[config.mk]
export PLATFORM = sky130hd
export DESIGN_NAME = mem_port_arbiter
export DESIGN_NICKNAME = d
export VERILOG_FILES = /design/src/rtl/mem_port_arbiter_pkg.sv /design/src/rtl/mem_port_arbiter_grant_sel.sv /design/src/rtl/mem_port_arbiter.sv
export SDC_FILE = /design/constraint.sdc
export NUM_CORES = 1
export LEC_CHECK = 0
export BUFFER_PORTS_ARGS = -buffer_cell sky130_fd_sc_hd__buf_2
export CAP_MARGIN = 0
export CORE_AREA = 2 2 105 107
export DETAILED_ROUTE_END_ITERATION = 7
export DIE_AREA = 0 0 107 109
export GPL_TIMING_DRIVEN = 0
export HOLD_SLACK_MARGIN = 0.15
export PLACE_DENSITY = 0.69
export SYNTH_ARGS = -nofsm -noshare
export SYNTH_HDL_FRONTEND = slang
export SYNTH_SLANG_ARGS = --single-unit
[constraint.sdc]
create_clock -name clock -period 1.4 [get_ports clock]
set_clock_uncertainty 0.05 [all_clocks]
set_input_delay 0.21 -clock clock [delete_from_list [all_inputs] [get_ports clock]]
set_output_delay 0.21 -clock clock [all_outputs]
set_load 0.03 [all_outputs]
[src/rtl/mem_port_arbiter_pkg.sv]
// Shared encodings for the unified memory port arbiter: FSM states, owner tags, rw and size codes.
// Latency: n/a (types and constants only).
// Backpressure: n/a.
package mem_port_arbiter_pkg;

    typedef enum logic [1:0] {
        ARB_IDLE = 2'd0,
        ARB_REQ  = 2'd1,
        ARB_WAIT = 2'd2
    } arb_state_e;

    typedef enum logic {
        OWN_I = 1'b0,
        OWN_D = 1'b1
    } arb_owner_e;

    localparam logic MEM_READ  = 1'b0;
    localparam logic MEM_WRITE = 1'b1;

    // Access size codes, identical to the load/store unit's LS_B/LS_H/LS_W.
    localparam logic [1:0] LS_B = 2'b00;
    localparam logic [1:0] LS_H = 2'b01;
    localparam logic [1:0] LS_W = 2'b10;

endpackage

[src/rtl/mem_port_arbiter_grant_sel.sv]
// Winner pick between fetch (I) and load/store (D) requesters, D-priority with optional starvation guard.
// Latency: grants are combinational; the starvation counter updates on the clock edge.
// Backpressure: grants only while arb_en is high; a non-granted requester simply sees no grant. Macro: MEM_ARB_STARVE_GUARD_EN.
module arb_grant_sel #(
    parameter int unsigned STARVE_LIMIT = 4
) (
    input  logic clock,
    input  logic reset,
    input  logic arb_en,
    input  logic i_vld,
    input  logic d_vld,
    output logic grant_i,
    output logic grant_d
);

`ifdef MEM_ARB_STARVE_GUARD_EN
    localparam int unsigned CNT_W = $clog2(STARVE_LIMIT + 2);

    logic [CNT_W-1:0] starve_cnt_q;
    logic [CNT_W-1:0] starve_cnt_d;
    logic             starved;

    // D wins unless I has been passed over STARVE_LIMIT times in a row; counter tracks those pass-overs
    always_comb begin
        starved      = (starve_cnt_q == CNT_W'(STARVE_LIMIT));
        grant_i      = 1'b0;
        grant_d      = 1'b0;
        starve_cnt_d = starve_cnt_q;
        if (arb_en) begin
            if (i_vld && (starved || !d_vld)) begin
                grant_i = 1'b1;
            end else if (d_vld) begin
                grant_d = 1'b1;
            end
            if (grant_i || !i_vld) begin
                starve_cnt_d = '0;
            end else if (grant_d && !starved) begin
                starve_cnt_d = starve_cnt_q + 1'b1;
            end
        end
    end

    // starvation counter register
    always_ff @(posedge clock) begin
        if (reset) begin
            starve_cnt_q <= '0;
        end else begin
            starve_cnt_q <= starve_cnt_d;
        end
    end
`else
    // Strict D priority needs no state; clock and reset are intentionally idle here.
    logic unused_clk_rst;
    assign unused_clk_rst = clock ^ reset;

    // strict D-over-I priority
    always_comb begin
        grant_d = arb_en && d_vld;
        grant_i = arb_en && i_vld && !d_vld;
    end
`endif

endmodule

[src/rtl/mem_port_arbiter.sv]
// Shares one memory port between fetch (read-only) and load/store; one transaction in flight, owner-tagged responses.
// Latency: accept at T, m_req_valid at T+1, response at T+2 with a 0-wait memory; next accept the cycle after a response.
// Backpressure: readies only in IDLE (loser holds its request); payload held while m_req_ready is low. Macro: MEM_ARB_STARVE_GUARD_EN.
module mem_port_arbiter
    import mem_port_arbiter_pkg::*;
#(
    parameter int unsigned ADDR_W       = 32,
    parameter int unsigned DATA_W       = 32,
    parameter int unsigned STARVE_LIMIT = 4
) (
    input  logic              clock,
    input  logic              reset,
    input  logic              i_req_valid,
    input  logic [ADDR_W-1:0] i_req_addr,
    output logic              i_req_ready,
    output logic              i_rsp_valid,
    output logic [DATA_W-1:0] i_rsp_data,
    input  logic              d_req_valid,
    input  logic [ADDR_W-1:0] d_req_addr,
    input  logic [DATA_W-1:0] d_req_wdata,
    input  logic              d_req_rw,
    input  logic [1:0]        d_req_size,
    output logic              d_req_ready,
    output logic              d_rsp_valid,
    output logic [DATA_W-1:0] d_rsp_data,
    output logic              m_req_valid,
    output logic [ADDR_W-1:0] m_req_addr,
    output logic [DATA_W-1:0] m_req_wdata,
    output logic              m_req_rw,
    output logic [1:0]        m_req_size,
    input  logic              m_req_ready,
    input  logic              m_rsp_valid,
    input  logic [DATA_W-1:0] m_rsp_data,
    output logic              busy
);

    arb_state_e        state_q, state_d;
    arb_owner_e        owner_q, owner_d;
    logic [ADDR_W-1:0] addr_q,  addr_d;
    logic [DATA_W-1:0] wdata_q, wdata_d;
    logic              rw_q,    rw_d;
    logic [1:0]        size_q,  size_d;

    logic arb_en;
    logic grant_i;
    logic grant_d;
    logic rsp_hit;

    // Arbitration is only open in IDLE and never while reset is held.
    assign arb_en = (state_q == ARB_IDLE) && !reset;

    arb_grant_sel #(
        .STARVE_LIMIT (STARVE_LIMIT)
    ) u_grant_sel (
        .clock   (clock),
        .reset   (reset),
        .arb_en  (arb_en),
        .i_vld   (i_req_valid),
        .d_vld   (d_req_valid),
        .grant_i (grant_i),
        .grant_d (grant_d)
    );

    // next state, payload capture on accept, and request-side handshakes
    always_comb begin
        state_d     = state_q;
        owner_d     = owner_q;
        addr_d      = addr_q;
        wdata_d     = wdata_q;
        rw_d        = rw_q;
        size_d      = size_q;
        i_req_ready = 1'b0;
        d_req_ready = 1'b0;
        m_req_valid = 1'b0;
        case (state_q)
            ARB_IDLE: begin
                if (grant_d) begin
                    d_req_ready = 1'b1;
                    owner_d     = OWN_D;
                    addr_d      = d_req_addr;
                    wdata_d     = d_req_wdata;
                    rw_d        = d_req_rw;
                    size_d      = d_req_size;
                    state_d     = ARB_REQ;
                end else if (grant_i) begin
                    i_req_ready = 1'b1;
                    owner_d     = OWN_I;
                    addr_d      = i_req_addr;
                    wdata_d     = '0;
                    rw_d        = MEM_READ;
                    size_d      = LS_W;
                    state_d     = ARB_REQ;
                end
            end
            ARB_REQ: begin
                m_req_valid = !reset;
                if (m_req_ready) begin
                    state_d = ARB_WAIT;
                end
            end
            ARB_WAIT: begin
                if (m_rsp_valid) begin
                    state_d = ARB_IDLE;
                end
            end
            default: begin
                state_d = ARB_IDLE;
            end
        endcase
    end

    // response routing by owner; memory responses outside WAIT are ignored
    always_comb begin
        rsp_hit     = (state_q == ARB_WAIT) && m_rsp_valid && !reset;
        i_rsp_valid = rsp_hit && (owner_q == OWN_I);
        d_rsp_valid = rsp_hit && (owner_q == OWN_D);
        i_rsp_data  = m_rsp_data;
        d_rsp_data  = m_rsp_data;
    end

    assign m_req_addr  = addr_q;
    assign m_req_wdata = wdata_q;
    assign m_req_rw    = rw_q;
    assign m_req_size  = size_q;
    assign busy        = (state_q != ARB_IDLE);

    // state, owner and registered memory payload
    always_ff @(posedge clock) begin
        if (reset) begin
            state_q <= ARB_IDLE;
            owner_q <= OWN_I;
            addr_q  <= '0;
            wdata_q <= '0;
            rw_q    <= 1'b0;
            size_q  <= '0;
        end else begin
            state_q <= state_d;
            owner_q <= owner_d;
            addr_q  <= addr_d;
            wdata_q <= wdata_d;
            rw_q    <= rw_d;
            size_q  <= size_d;
        end
    end

endmodule

==> results.yml, run 1 <==
sta:
  setup_viol: 73
  final.min_clock_period_ps: 1880
  final-hold-violation-count: 0
  relSlewSlack_pct: 65.3
  rsz0062_at_grt: "true"
  fmax_mhz: 533
  max_slew.worst_pin.slew_ps: 520
  fin_ws_ps: -475
  min_period_over_period_pct: 134
  slew_viol_final: 0
global_routing:
  grt_overflow: 0
  grt_max_degree: 12
  grt_pass1_wl_mm: 18.5
  antenna_found_initial: 0
  grt_use_total_pct: 20.1
  grt_pass1_vias: 3900
clock_tree:
  htreeDepth: 3
  root_buffer: "clkbuf_8"
  clk_path_buf_depth: 2
  numCtsBuffers: 9
  clk_latency_ps: 330
  cts_tree: "yes"
  cts.clk_slew.worst_paths_ps: 80
  cts.sinks: 70
logic_synthesis:
  yosysSeqAreaShare_pct: 43.7
  yosysTopAreaCell: "dfxtp_1"
  async_flop_share_pct: 0
  synthCells: 316
  yosysWarnings: 0
  synth_most_common_cell: "dfxtp_1"
  ys_top_cells_by_area: "dfxtp_1, buf_4, o22ai_2"
  synth_top_area_share_pct: 43.7
  avgSynthCellArea_sq_um: 10.1
  ys_ff_latch: 70
  ys.flop_type: "dfxtp_1"
  synth_edf_count: 0
  synthTopCellsByCount: "dfxtp_1, buf_4, a21oi_1"
  yosysUniqueCellTypes: 28
  syn-num-nets: 453
  syn-cell-area_sq_um: 3200
route:
  drc_errors: 0
  via_per_inst: 4.53
  vias: 3784
  first_pass_iters: 4
  ant_nets: 0
  wl_mm: 12.6
  drt_iter0_drc: 203
  post_drt_wl_per_cell_um: 15.0
critical_path:
  path_cells: "or4b_4, buf_12, nor2_4, buf_6"
  critical_path.max_fanout: 4
  path_buf_inv: 2
  cp_slowest_cell: "or4b_4"
  worstPathArrival_ps: 1620
  end_kind: "output port"
  cpPeakStageDelay_ps: 570
  cp_top_family: "simple AND/OR/NAND/NOR gates"
  critPathLaunchType: "flip-flop"
  crit_type: "reg -> out"
  cp.required_ps: 1140
floorplan:
  rows: 38
  die_x_um: 107
  die_y_um: 109
  fp.coreArea_sq_um: 10600
  start_util_pct: 30.2
  io_pins: 274
  design.die.area_sq_um: 11700
run:
  max_cap_violations: 0
cells_and_area:
  drive_gt1_share_pct: 58.4
  fin_util_pct: 59.3
  final_nets: 827
  synthToLayoutAreaGrowth_pct: 96.1
  antenna_cells: 0
  final_cells: 835
  design_area_sq_um: 6280
status:
  violations: "negative setup slack"
  status: "finished with violations"
placed_design:
  dpl.hpwl_mm: 8.05
  io_buffers: 241
  postPlaceCellArea_sq_um: 4630
  gp_congestion: 0.723
  dp_cells: 697
power:
  power.total_uw: 6520
  leakage_uw: 0.00311
  p_per_area_nw_per_um2: 1040
  ir_drop_mv: 0.541
worst_hold_path:
  hold_path_class: "in -> reg"
-- state kept, by name (all words and copies together), names as in the netlist --
register     cells
m_req_addr      32
m_req_rw         1
m_req_size       2
m_req_wdata     32
owner_q          1
state_q          2
-- per-layer routing --
metal / track usage [%] / up-vias / share of wire (%)
li1: - / 1831 / -
met1: 21.1 / 1739 / 38
met2: 36.9 / 188 / 52
met3: 6.04 / 26 / 7.4
met4: 9.37 / 0 / 2.4
met5: 0 / - / 0
-- layout make-up --
type                    count  area (sq um)
plain buffers              87           706
clock buffers              12           145
clock inverters             4          70.1
fillers                   852          4320
inverters                   3          11.3
multi-input cells         154          1260
flip-flops and latches     70          1410
well taps                 140           175
repair buffers            365          2510
-- worst min-delay path: stages --
cell and delay (ps):
buf_2 90, o22ai_2 70, nor3_1 130
-- worst paths after layout --
path | startpoint | to | slack [ps] | cells after the start
min reg2reg | m_req_wdata[16] | m_req_wdata[16] | 420 | 1
max | state_q[1] | i_req_ready | -480 | 4
max reg2reg | state_q[1] | m_req_addr[10] | -440 | 7
min | d_req_addr[9] | m_req_addr[9] | 160 | 3
-- what timing repair did --
item,4_1_cts,5_1_grt
endpoints found under the hold margin,68,0
pin swaps,33,8
endpoints found under the setup margin,73,75
buffers inserted,18,7
hold buffers,96,0
gates resized for setup,52,18
gates cloned,3,2
-- stage by stage --
stage | setup slack, ps | setup TNS [ps] | hold WS, ps
3_3_place_gp | -485 | -16270 | 379
3_5_place_dp | -508 | -18060 | 380
2_1_floorplan | -180 | -1400 | 293
4_1_cts | -500 | -15980 | 151
6_report | -475 | -17020 | 164
5_1_grt | -527 | -21120 | 160
-- placed cells by master, fill, tap and decap left out --
master / instances
o2bb2ai_1: 1
a22o_1: 34
inv_1: 2
a21oi_1: 35
a211oi_1: 1
nor2_2: 1
nor3_1: 31
and3_4: 1
clkbuf_1: 9
buf_8: 5
or2_1: 1
clkbuf_2: 1
dfxtp_4: 2
buf_1: 1
buf_2: 236
or4b_4: 1
inv_2: 1
o21ai_0: 1
nand2b_1: 1
nor3b_4: 2
buf_4: 79
buf_12: 4
clkbuf_16: 2
clkinv_2: 2
o22ai_2: 27
or3b_1: 1
dlygate4sd3_1: 96
bufinv_16: 2
a21oi_4: 1
nand2_1: 3
clkbuf_8: 10
nor2_1: 2
o31ai_1: 1
nor2_8: 1
nor3_2: 1
dfxtp_1: 68
nand3b_1: 1
nor2_4: 2
o22ai_4: 4
buf_6: 21
-- where the power goes --
group          leakage, uW  internal [uW]  switching [uW]  total, uW
combinational      0.00242           1110            1340       2450
clock             0.000110           1050             719       1770
sequential        0.000579           2200             110       2310
total              0.00311           4360            2170       6520
-- kinds of logic (layout without fill, tap and decap cells) --
kind of cell           after synthesis  after routing  synth area share [%]
AOI/OAI and AO/OA                  105            105                  27.6
buffers and inverters               92            471                  20.1
DFF                                 70             70                  43.7
and+or+nand+nor                     49             49                  8.51
Note: power is estimated with default switching activity, not from simulation.
==> inputs of run 2 (changes only) <==
--- a/config.mk
+++ b/config.mk
@@ -13,6 +13,7 @@
 export GPL_TIMING_DRIVEN = 0
 export HOLD_SLACK_MARGIN = 0.15
 export PLACE_DENSITY = 0.69
+export SKIP_LAST_GASP = 1
 export SYNTH_ARGS = -nofsm -noshare
 export SYNTH_HDL_FRONTEND = slang
 export SYNTH_SLANG_ARGS = --single-unit
==> constraint.sdc (replaced) <==
create_clock -name clock -period 1.7 [get_ports clock]
set_clock_uncertainty 0.05 [all_clocks]
set_input_delay 0.255 -clock clock [delete_from_list [all_inputs] [get_ports clock]]
set_output_delay 0.255 -clock clock [all_outputs]
set_load 0.03 [all_outputs]
==> run 2 against run 1 <==
  * Final cell count shrank 5.3%
  * Highest routed layer unchanged
  * Final area shrank 9.6%
  * Worst setup slack gained 250 ps
  * The run still ends with negative setup slack left
  * Sequential share of layout area grew 2.4 points
  * Via count shrank 4.7%
  * Register-to-register slack gained 500 ps
==> results.yml, run 2 (synthesis results as in run 1) <==
status:
  status: "finished with violations"
  violations: "negative setup slack"
sta:
  final.min_clock_period_ps: 1930
  setup_viol: 2
  relSlewSlack_pct: 63.4
  rsz0062_at_grt: "true"
  fin_tns_setup_ps: -398
  min_period_over_period_pct: 113
  final-hold-violation-count: 0
  fmax_mhz: 519
  fin_ws_ps: -226
  slew_viol_final: 0
  max_slew.worst_pin.slew_ps: 549
cells_and_area:
  fillers: 941
  layout_commonest_cell: "buf_2"
  synthToLayoutAreaGrowth_pct: 77.2
  design_area_sq_um: 5680
  drive_gt1_share_pct: 59.4
  final_nets: 783
  final_cell_mix: "buf_2, buf_4, dlygate4sd3_1, dfxtp_1, a21oi_1"
route:
  vias: 3607
  via_per_inst: 4.56
  first_pass_iters: 4
  drc_errors: 0
  post_drt_wl_per_cell_um: 15.0
  drt_iter0_drc: 120
  wl_mm: 11.9
  ant_nets: 0
global_routing:
  antenna_found_initial: 1
  grt_max_degree: 12
  grt_overflow: 0
  grt_use_total_pct: 19.4
  grt_pass1_wl_mm: 17.7
  grt_pass1_vias: 3682
floorplan:
  die_x_um: 107
  die_y_um: 109
  io_pins: 274
  fp.coreArea_sq_um: 10600
  rows: 38
  design.die.area_sq_um: 11700
  start_util_pct: 30.2
power:
  p_per_area_nw_per_um2: 938
  p_int_uw: 3570
  switching_share_pct: 33.0
  pwr-share-clk_pct: 30.6
  combPwrFrac_pct: 33.7
  switching_power_uw: 1760
  ir_drop_mv: 0.500
  p_seq_share_pct: 35.7
  leakage_uw: 0.00286
clock_tree:
  clk_path_buf_depth: 2
  numCtsBuffers: 9
  root_buffer: "clkbuf_8"
  cts_tree: "yes"
  cts.sinks: 70
  htreeDepth: 3
  cts.clk_slew.worst_paths_ps: 70
  clk_latency_ps: 340
critical_path:
  critPathLaunchType: "flip-flop"
  crit_type: "reg -> out"
  cp.required_ps: 1390
  end_kind: "output port"
  worstPathArrival_ps: 1620
  critical_path.max_fanout: 3
placed_design:
  gp_congestion: 0.795
  dpl.hpwl_mm: 8.30
  postPlaceCellArea_sq_um: 4590
  io_buffers: 241
run:
  max_cap_violations: 0
worst_hold_path:
  hold_path_class: "in -> reg"
## run 2: timing repair
item / in CTS / in global routing
setup buffers: 10 / 0
pin swaps: 2 / 4
hold buffers: 69 / 0
endpoints found under the hold margin: 68 / 0
resized for setup: 15 / 25
endpoints found under the setup margin: 5 / 48
## run 2: power groups by stage
stage	clock, uW	combinational (uW)	sequential, uW
2_1_floorplan	0	764	2250
3_5_place_dp	0	1590	1940
5_1_grt	1740	1910	1920
3_3_place_gp	0	1570	1930
4_1_cts	1670	1780	1900
6_report	1630	1800	1900
## run 2: layout make-up
type	instances	area, sq um	area share (%)
antenna	1	2.50	0.0441
inverter	3	11.3	0.198
clock inverter	4	95.1	1.67
sequential	70	1410	24.8
buffer	88	653	11.5
clock buffer	11	141	2.49
timing repair buffer	320	2000	35.2
multi-input combinational	154	1190	21.0
tap	140	175	3.09
## run 2: critical path: stages, from the launching register on
cell and delay, ps:
dfxtp_4 350, or4b_4 570, buf_12 150, nor2_4 70, buf_6 130
## run 2: path summary, 6_finish.rpt
check	slack, ps	start	endpoint	depth (start not counted)
worst max register to register	60	state_q[1]	m_req_addr[15]	6
worst min-delay path	180	d_req_addr[22]	m_req_addr[22]	3
worst max-delay path	-230	state_q[1]	i_req_ready	4
worst min register to register	420	m_req_wdata[5]	m_req_wdata[5]	1
## run 2: through the flow
stage | utilization [%] | total power (uW) | hold slack [ps] | cells | worst slack (ps)
finish | 53.6 | 5330 | 177 | 791 | -226
global route | 53.5 | 5570 | 168 | 790 | -295
CTS | 53.2 | 5350 | 153 | 791 | -316
detailed placement | 43.3 | 3520 | 401 | 697 | -259
global placement | 43.3 | 3490 | 402 | 697 | -231
floorplan | - | 3020 | 338 | 316 | 63.6
## run 2: metal layers
metal	vias up	part of all wire, %	GRT usage, %
met5	-	0	0
met4	0	1.4	6.59
met3	17	9.1	7.35
met2	183	52	36.2
met1	1663	37	19.8
li1	1744	-	-
==> inputs of run 3 (changes only) <==
--- a/config.mk
+++ b/config.mk
@@ -5,14 +5,15 @@
 export SDC_FILE = /design/constraint.sdc
 export NUM_CORES = 1
 export LEC_CHECK = 0
+export ABC_AREA = 1
 export BUFFER_PORTS_ARGS = -buffer_cell sky130_fd_sc_hd__buf_2
 export CAP_MARGIN = 0
-export CORE_AREA = 2 2 105 107
+export CORE_AREA = 2 2 107 109
 export DETAILED_ROUTE_END_ITERATION = 7
-export DIE_AREA = 0 0 107 109
+export DIE_AREA = 0 0 109 111
 export GPL_TIMING_DRIVEN = 0
 export HOLD_SLACK_MARGIN = 0.15
-export PLACE_DENSITY = 0.69
+export PLACE_DENSITY = 0.73
 export SKIP_LAST_GASP = 1
 export SYNTH_ARGS = -nofsm -noshare
 export SYNTH_HDL_FRONTEND = slang
==> run 3 against run 2 <==
  * The run now ends clean
  * Count of clock-buffer cells in the layout shrank 2
  * Register-to-register slack gained 50 ps
  * Combinational power shrank 21%
  * Maximum frequency grew 20%
  * Power shrank 5.0%
  * Via count grew 15%
  * First-iteration DRC count grew 21%
  * Wire length shrank 3.1%
  * Critical path type unchanged
  * Largest cell class unchanged
==> results.yml, run 3 <==
logic_synthesis:
  synthTopCellsByCount: "nand2_1, nor2_1, buf_4"
  synth_top_area_share_pct: 37.2
  avgSynthCellArea_sq_um: 6.43
  ys.flop_type: "dfxtp_1"
  async_flop_share_pct: 0
  synth_edf_count: 0
  yosysWarnings: 0
  synth_most_common_cell: "nand2_1"
  ys_top_cells_by_area: "dfxtp_1, nand2_1, buf_4"
  synthCells: 586
  yosysUniqueCellTypes: 19
  syn-cell-area_sq_um: 3770
  yosysTopAreaCell: "dfxtp_1"
  syn-num-nets: 723
  yosysSeqAreaShare_pct: 37.2
  ys_ff_latch: 70
route:
  drc_errors: 0
  post_drt_wl_per_cell_um: 11.3
  vias: 4152
  via_per_inst: 4.06
  ant_nets: 0
  first_pass_iters: 4
  drt_iter0_drc: 145
  wl_mm: 11.5
worst_hold_path:
  holdPathStages: 5
  holdCritStartpoint: "i_req_addr[9]"
  hold_path_class: "in -> reg"
  holdPathEnd: "m_req_addr[9]"
critical_path:
  rrSetupSlack_ps: 110
  end_kind: "output port"
  cp_top_family: "flip-flops"
  worstReg2RegStart: "state_q[1]"
  cpPeakStageDelay_ps: 350
  path_cells: "inv_2, nand2_1, nor2_2, nand3_1, inv_1, buf_4"
  r2r_cells: 9
  cp_slowest_cell: "dfxtp_1"
  cp.required_ps: 1390
  critPathLaunchType: "flip-flop"
  crit_type: "reg -> out"
  worstPathArrival_ps: 1300
  path_buf_inv: 3
  r2r-end: "m_req_wdata[23]"
  critical_path.max_fanout: 4
sta:
  final.min_clock_period_ps: 1600
  fmax_mhz: 625
  setup_viol: 0
  max_slew.worst_pin.slew_ps: 556
  final-hold-violation-count: 0
  fin_ws_ps: 99.8
  rsz0062_at_grt: "true"
  slew_viol_final: 0
  relSlewSlack_pct: 62.9
  min_period_over_period_pct: 94.1
placed_design:
  gp_congestion: 0.770
  io_buffers: 240
  dpl.hpwl_mm: 8.50
  pre_cts_ws_ps: 149
global_routing:
  grt_pass1_vias: 3780
  grt_pass1_wl_mm: 17.7
  grt_max_degree: 18
  grt_overflow: 0
  antenna_found_initial: 0
  grt_use_total_pct: 18.4
floorplan:
  io_pins: 274
  fp.coreArea_sq_um: 11100
  rows: 39
  die_y_um: 111
  design.die.area_sq_um: 12100
  start_util_pct: 34.0
  die_x_um: 109
clock_tree:
  cts_tree: "yes"
  cts.clk_slew.worst_paths_ps: 70
  htreeDepth: 3
  root_buffer: "clkbuf_16"
  cts.sinks: 70
  clk_latency_ps: 320
  numCtsBuffers: 9
  clk_path_buf_depth: 2
cells_and_area:
  final_cell_mix: "buf_2, nand2_1, nor2_1, buf_4"
  synthToLayoutAreaGrowth_pct: 54.4
  layout_commonest_cell: "buf_2"
  final_nets: 1011
  antenna_cells: 0
  drive_gt1_share_pct: 39.9
power:
  power.total_uw: 5060
  p_per_area_nw_per_um2: 870
  ir_drop_mv: 0.462
  leakage_uw: 0.00337
run:
  max_cap_violations: 0
status:
  status: "completed"
-- run 3: repair_timing --
item | CTS | global route
endpoints found under the hold margin | 35 | 0
setup buffers | 1 | 1
gates resized for setup | 3 | 4
endpoints found under the setup margin | 1 | 2
pin swaps | 1 | 1
hold buffers | 36 | 0
gates cloned | 0 | 0
-- run 3: through the flow --
step	hold WS, ps	setup TNS, ps	cells	area, sq um	util (%)
3_3_place_gp	395	0	969	5150	46.5
6_report	178	0	1022	5820	52.5
4_1_cts	167	0	1021	5800	52.4
2_1_floorplan	305	0	586	3770	-
5_1_grt	186	-6.25	1022	5820	52.5
3_5_place_dp	399	0	969	5150	46.5
-- run 3: where the power goes --
group          total (uW)  switching (uW)  internal (uW)  leakage, uW
Combinational        1420             862            556      0.00266
Sequential           1810            53.6           1760     0.000575
Clock                1830             808           1020     0.000137
Total                5060            1720           3340      0.00337
-- run 3: cell families (layout without fill, tap and decap cells) --
group | Yosys count | after routing | synth area share (%)
simple gates | 311 | 311 | 31.4
buf+inv | 166 | 459 | 25.8
flops | 70 | 70 | 37.2
compound gates | 39 | 39 | 5.65
-- run 3: worst reg2reg max path, stage by stage, from the launching register on --
cell     delay (ps)
dfxtp_1         400
inv_2            50
nand2_1         120
nor2_2           60
buf_4           130
o21ai_2          80
buf_6           190
buf_4           190
nand2_1          90
a21oi_1         140
-- run 3: area by class of cell --
type	count	area, sq um
plain buffers	91	684
clock buffers	9	225
clock inverters	7	63.8
fillers	1117	5260
inverters	74	285
multi-input cells	350	1400
flip-flops and latches	70	1400
well taps	143	179
repair buffers	278	1580
-- run 3: layer usage --
layer	vias up	routed length (um)	part of all wire (%)	global-route usage, %
met5	-	0	0	0
met4	0	164	1.4	5.13
met3	16	1010	8.8	5.76
met2	157	5650	49	33.1
met1	1751	4710	41	20.5
li1	2228	-	-	-
-- run 3: how the worst max path moves through the flow --
stage / from / endpoint / depth (start not counted)
finish: state_q[1] / i_req_ready / 6
global route: state_q[0] / i_req_ready / 6
CTS: state_q[1] / i_req_ready / 6
detailed placement: state_q[1] / d_req_ready / 5
global placement: state_q[1] / d_req_ready / 5
floorplan: reset / d_rsp_valid / 3
